File: config.mk
export PLATFORM = sky130hd
export DESIGN_NAME = pipe_stage_reg_flat
export DESIGN_NICKNAME = d
export VERILOG_FILES = /design/src/rtl/pipe_stage_reg_if.sv /design/src/rtl/pipe_stage_reg.sv /design/src/flat_wrapper.sv
export SDC_FILE = /design/constraint.sdc
export NUM_CORES = 1
export LEC_CHECK = 0
export CORE_UTILIZATION = 43
export DETAILED_ROUTE_END_ITERATION = 12
export PLACE_DENSITY_LB_ADDON = 0.25
export SETUP_SLACK_MARGIN = 0.02
export SLEW_MARGIN = 30
export SYNTH_ARGS = -nofsm -noshare
export SYNTH_HDL_FRONTEND = slang
export SYNTH_SLANG_ARGS = --single-unit
export TNS_END_PERCENT = 20
File: constraint.sdc
create_clock -name clk -period 1.9 [get_ports clk]
set_input_delay 0.475 -clock clk [delete_from_list [all_inputs] [get_ports clk]]
set_output_delay 0.475 -clock clk [all_outputs]
set_load 0.1 [all_outputs]
File: src/rtl/pipe_stage_reg_if.sv
// ============================================================================
// Module      : pipe_stage_reg_if
// Description : Stall-vector, flush, payload and status bundle of a pipeline
//               inter-stage register.
// Revision    : 1.0 - initial release
// ============================================================================
`default_nettype none

interface pipe_stage_reg_if #(
    parameter int DATA_W  = 105,
    parameter int STALL_W = 6
);
    logic [STALL_W-1:0] stall;
    logic               flush;
    logic               in_valid;
    logic [DATA_W-1:0]  in_data;
    logic               out_valid;
    logic [DATA_W-1:0]  out_data;
    logic [3:0]         occ;
    logic [31:0]        perf_bubbles;
    logic [31:0]        perf_holds;

    modport master (
        output stall, flush, in_valid, in_data,
        input  out_valid, out_data, occ, perf_bubbles, perf_holds
    );

    modport slave (
        input  stall, flush, in_valid, in_data,
        output out_valid, out_data, occ, perf_bubbles, perf_holds
    );
endinterface

`default_nettype wire

File: src/rtl/pipe_stage_reg.sv
// ============================================================================
// Module      : pipe_stage_reg
// Description : DEPTH-slice pipeline register with stall-vector hold/bubble,
//               flush and occupancy. Optional counters: PIPE_STAGE_PERF_EN.
// Revision    : 1.0 - initial release
// ============================================================================
`default_nettype none

module pipe_stage_reg #(
    parameter int              DATA_W    = 105,
    parameter int              DEPTH     = 1,
    parameter int              STALL_W   = 6,
    parameter int              STAGE_IDX = 4,
    parameter logic [DATA_W-1:0] NOP_VALUE = {DATA_W{1'b0}}
) (
    input  wire logic         clk,
    input  wire logic         rst,
    pipe_stage_reg_if.slave   bus
);

    logic              s_cur;
    logic              s_nxt;
    logic              advance;
    logic              bubble;
    logic              hold;

    logic [DATA_W-1:0] data_q [DEPTH];
    logic [DATA_W-1:0] data_d [DEPTH];
    logic [DEPTH-1:0]  valid_q;
    logic [DEPTH-1:0]  valid_d;
    logic [3:0]        occ_q;
    logic [3:0]        occ_d;

    assign s_cur   = bus.stall[STAGE_IDX];
    assign s_nxt   = bus.stall[STAGE_IDX+1];
    assign advance = !s_cur;
    assign bubble  = s_cur & !s_nxt;
    assign hold    = s_cur & s_nxt;

    always_comb begin
        data_d  = data_q;
        valid_d = valid_q;
        if (bus.flush) begin
            valid_d = '0;
            for (int k = 0; k < DEPTH; k++) data_d[k] = NOP_VALUE;
        end else if (bubble || advance) begin
            // Downstream slices drain in both cases; only slice 0's source differs.
            for (int k = DEPTH - 1; k >= 1; k--) begin
                data_d[k]  = data_q[k-1];
                valid_d[k] = valid_q[k-1];
            end
            data_d[0]  = bubble ? NOP_VALUE : bus.in_data;
            valid_d[0] = bubble ? 1'b0 : bus.in_valid;
        end
        occ_d = '0;
        for (int k = 0; k < DEPTH; k++) occ_d = occ_d + {3'b000, valid_d[k]};
    end

    always_ff @(posedge clk) begin
        if (rst) begin
            for (int k = 0; k < DEPTH; k++) data_q[k] <= NOP_VALUE;
            valid_q <= '0;
            occ_q   <= '0;
        end else begin
            data_q  <= data_d;
            valid_q <= valid_d;
            occ_q   <= occ_d;
        end
    end

    assign bus.out_valid = valid_q[DEPTH-1];
    assign bus.out_data  = data_q[DEPTH-1];
    assign bus.occ       = occ_q;

`ifdef PIPE_STAGE_PERF_EN
    logic [31:0] bubbles_q;
    logic [31:0] bubbles_d;
    logic [31:0] holds_q;
    logic [31:0] holds_d;

    // Saturating counters; flush suppresses counting but never clears them.
    always_comb begin
        bubbles_d = bubbles_q;
        holds_d   = holds_q;
        if (!bus.flush && bubble && (bubbles_q != 32'hFFFF_FFFF)) bubbles_d = bubbles_q + 32'd1;
        if (!bus.flush && hold && (holds_q != 32'hFFFF_FFFF))     holds_d   = holds_q + 32'd1;
    end

    always_ff @(posedge clk) begin
        if (rst) begin
            bubbles_q <= '0;
            holds_q   <= '0;
        end else begin
            bubbles_q <= bubbles_d;
            holds_q   <= holds_d;
        end
    end

    assign bus.perf_bubbles = bubbles_q;
    assign bus.perf_holds   = holds_q;
`else
    assign bus.perf_bubbles = 32'h0;
    assign bus.perf_holds   = 32'h0;
`endif

endmodule

`default_nettype wire

File: src/flat_wrapper.sv
// flat-port wrapper written by rule: the top's interface ports become plain ports
module pipe_stage_reg_flat 
#(
    parameter int              DATA_W    = 105,
    parameter int              DEPTH     = 1,
    parameter int              STALL_W   = 6,
    parameter int              STAGE_IDX = 4,
    parameter logic [DATA_W-1:0] NOP_VALUE = {DATA_W{1'b0}}
)
  (clk, rst, bus_stall, bus_flush, bus_in_valid, bus_in_data, bus_out_valid, bus_out_data, bus_occ, bus_perf_bubbles, bus_perf_holds);
  pipe_stage_reg_if #(.DATA_W(DATA_W), .STALL_W(STALL_W)) bus_i ();
  input  wire logic clk;
  input  wire logic rst;
  input wire logic [$bits(bus_i.stall)-1:0] bus_stall;
  input wire logic [$bits(bus_i.flush)-1:0] bus_flush;
  input wire logic [$bits(bus_i.in_valid)-1:0] bus_in_valid;
  input wire logic [$bits(bus_i.in_data)-1:0] bus_in_data;
  output wire logic [$bits(bus_i.out_valid)-1:0] bus_out_valid;
  output wire logic [$bits(bus_i.out_data)-1:0] bus_out_data;
  output wire logic [$bits(bus_i.occ)-1:0] bus_occ;
  output wire logic [$bits(bus_i.perf_bubbles)-1:0] bus_perf_bubbles;
  output wire logic [$bits(bus_i.perf_holds)-1:0] bus_perf_holds;
  assign bus_i.stall = bus_stall;
  assign bus_i.flush = bus_flush;
  assign bus_i.in_valid = bus_in_valid;
  assign bus_i.in_data = bus_in_data;
  assign bus_out_valid = bus_i.out_valid;
  assign bus_out_data = bus_i.out_data;
  assign bus_occ = bus_i.occ;
  assign bus_perf_bubbles = bus_i.perf_bubbles;
  assign bus_perf_holds = bus_i.perf_holds;
  pipe_stage_reg #(.DATA_W(DATA_W), .DEPTH(DEPTH), .STALL_W(STALL_W), .STAGE_IDX(STAGE_IDX), .NOP_VALUE(NOP_VALUE)) u_core (.clk(clk), .rst(rst), .bus(bus_i));
endmodule
==> flow_summary.yaml <==
run_status:
  status: "finished clean"
final_layout:
  area_growth_pct: 59.71
  final_nets: 850
  antenna_cells: 0
  drive_gt1_share_pct: 40.32
  nFillCells: 888
global_route:
  grt_first_pass_wirelength_um: 21230
  grt_use_total_pct: 20.74
  grt-ovfl-total: 0
  grt_max_degree: 53
  antenna_found_initial: 0
  grt_pass1_vias: 4219
timing:
  rsz0062_at_grt: "false"
  period_needed_ns: 1.505
  final_max_slew_viol_count: 0
  worst_slack_ns: 0.3948
  max_clock_freq_ghz: 0.6643
  setup_viol: 0
  tns_ns: 0
  hold_violations: 0
  holdWs_ns: 0.4962
  fin_crit_sh_pct: 79.22
  skew_ns: 0
synth:
  synth_xor_xnor_area_share_pct: 0
  ys_types: 13
  synth_edf_count: 0
  ys_top_cells_by_area: "dfxtp_1 39%, nand3_2 15%, a21oi_2 13%"
  synth_commonest_cells: "106 x dfxtp_1, 106 x nand2b_1, 80 x a21oi_2, 80 x buf_4, 80 x nand3_2"
  synthSimpleGateAreaFrac_pct: 29.29
  avgSynthCellArea_um2: 10.10
  synth_ff_type: "dfxtp_1"
  synth_compound_area_share_pct: 15.21
  muxShareOfSynthArea_pct: 0
  synth_top_family_by_area: "simple AND/OR/NAND/NOR gates"
  synthArstFlopShare_pct: 0
  synth_cells: 541
  ys_warn_count: 0
  synth_fa_ha_area_share_pct: 0
  synth_area_mm2: 0.005463
  yosysTopAreaCellShare_pct: 38.85
  yosys.area.top_type: "dfxtp_1"
  seq_area_frac_synth_pct: 38.85
  synth_seq_cells: 106
clocking:
  htreeDepth: 3
  ctsResizeCount: 0
  cts_tree: "done"
  cts_root_buf: "clkbuf_16"
  cts-buffers-inserted: 9
  post-cts-setup-buffer-count: 0
  clock_sinks: 106
  clockBufferDepth: 2
  clk_latency_ns: 0.35
  postCtsHoldBufs: 0
  path_clk_slew_ns: 0.07
place:
  place_congestion: 0.7247
  io_buffer_count: 217
  dp_hpwl_um: 9989
  place_ws_ns: 0.1433
floorplan:
  start_util_pct: 44.73
  die_w_um: 114.7
  core-area_mm2: 0.01221
  die-area_mm2: 0.01316
  die_h_um: 114.7
  rows: 40
  ioPinCount: 289
pwr:
  finalPower_mw: 6.000
  power_density_mw_per_mm2: 687.7
  cellLeakagePower_nw: 3.056
  worst_ir_drop_vdd_mv: 0.4881
routing:
  drtIter0Drc: 220
  vias_per_cell: 4.652
  drc: 0
  drt-total-wl_um: 13470
  ant_nets: 0
  dr.pass1.iters: 6
  vias: 4219
  wl_per_cell_um: 14.85
worst_setup_path:
  crit_path_max_fanout: 3
  worstPathArrival_ns: 1.03
  worstSetupPathType: "reg2out"
  path_delay_family: "flip-flops"
  end_kind: "primary output"
  crit_path_start_kind: "register"
  cp.required_ns: 1.42
  cpPeakStageDelay_ns: 0.46
  crit_path_cell_trace: "buf_12"
  cpMaxStageDelayCell: "dfxtp_1"
  path_buf_inv: 1
job:
  drv_cap: 0
hold_path:
  hp-class: "in2reg"
==> tightest hold or removal path: cells and delay by family <==
family	cells	cell delay, ns
and+or+nand+nor	1	0.10
AOI/OAI and AO/OA	1	0.05
buffers and inverters	1	0.19
==> worst paths after layout <==
path | from | endpoint | slack (ns) | cells past startpoint
worst max-delay path | u_core.bus.out_valid | bus_out_valid | 0.39 | 1
worst min-delay path | bus_stall[5] | u_core.bus.out_data[39] | 0.50 | 3
worst max register to register | u_core.bus.out_valid | u_core.bus.out_valid | 1.10 | 2
worst min register to register | u_core.bus.out_data[49] | u_core.bus.out_data[49] | 0.50 | 2
==> through the flow <==
stage          cells  util (%)  instance area (um2)
6_report         907     71.44                 8725
5_1_grt          907     71.44                 8725
4_1_cts          907     71.44                 8725
3_5_place_dp     892     69.38                 8472
3_3_place_gp     892     69.38                 8472
2_1_floorplan    607         -                 5710
==> kinds of logic after synthesis <==
logic type | Yosys count
compound gates | 106
buf+inv | 115
flops | 106
other cells | 1
simple gates | 213
==> state kept, by name, summed over array words and instances, names as in the netlist <==
signal	flops
u_core.bus.out_data	105
u_core.bus.out_valid	1
==> layer usage <==
layer	GRT usage, %	wire (um)
met5	0	0
met4	8.052	232
met3	7.358	1201
met2	35.96	6823
met1	23.32	5213
==> layout make-up <==
type / count / area, um2 / share of cell area [%]
Multi-Input combinational cell: 386 / 2685 / 30.78
Timing Repair Buffer: 232 / 3455 / 39.60
Clock buffer: 11 / 232.7 / 2.667
Tap cell: 168 / 210.2 / 2.409
Sequential cell: 106 / 2122 / 24.32
Clock inverter: 4 / 20.02 / 0.2295
==> placed cells by master, fill, tap and decap left out, drive strengths merged <==
cell,synthesis,layout
dfxtp,106,106
a21oi,106,106
or2,1,1
nand3,106,106
clkdlybuf4s50,0,108
conb,1,67
clkinv,0,4
nand2b,106,106
buf,101,124
clkbuf,14,11
==> power by group <==
group	internal [mW]	switching, mW	total (mW)
clock	0.874	0.813	1.69
combinational	0.580	1.37	1.95
sequential	2.29	0.0772	2.36
Power figures use the tool's default switching activity.
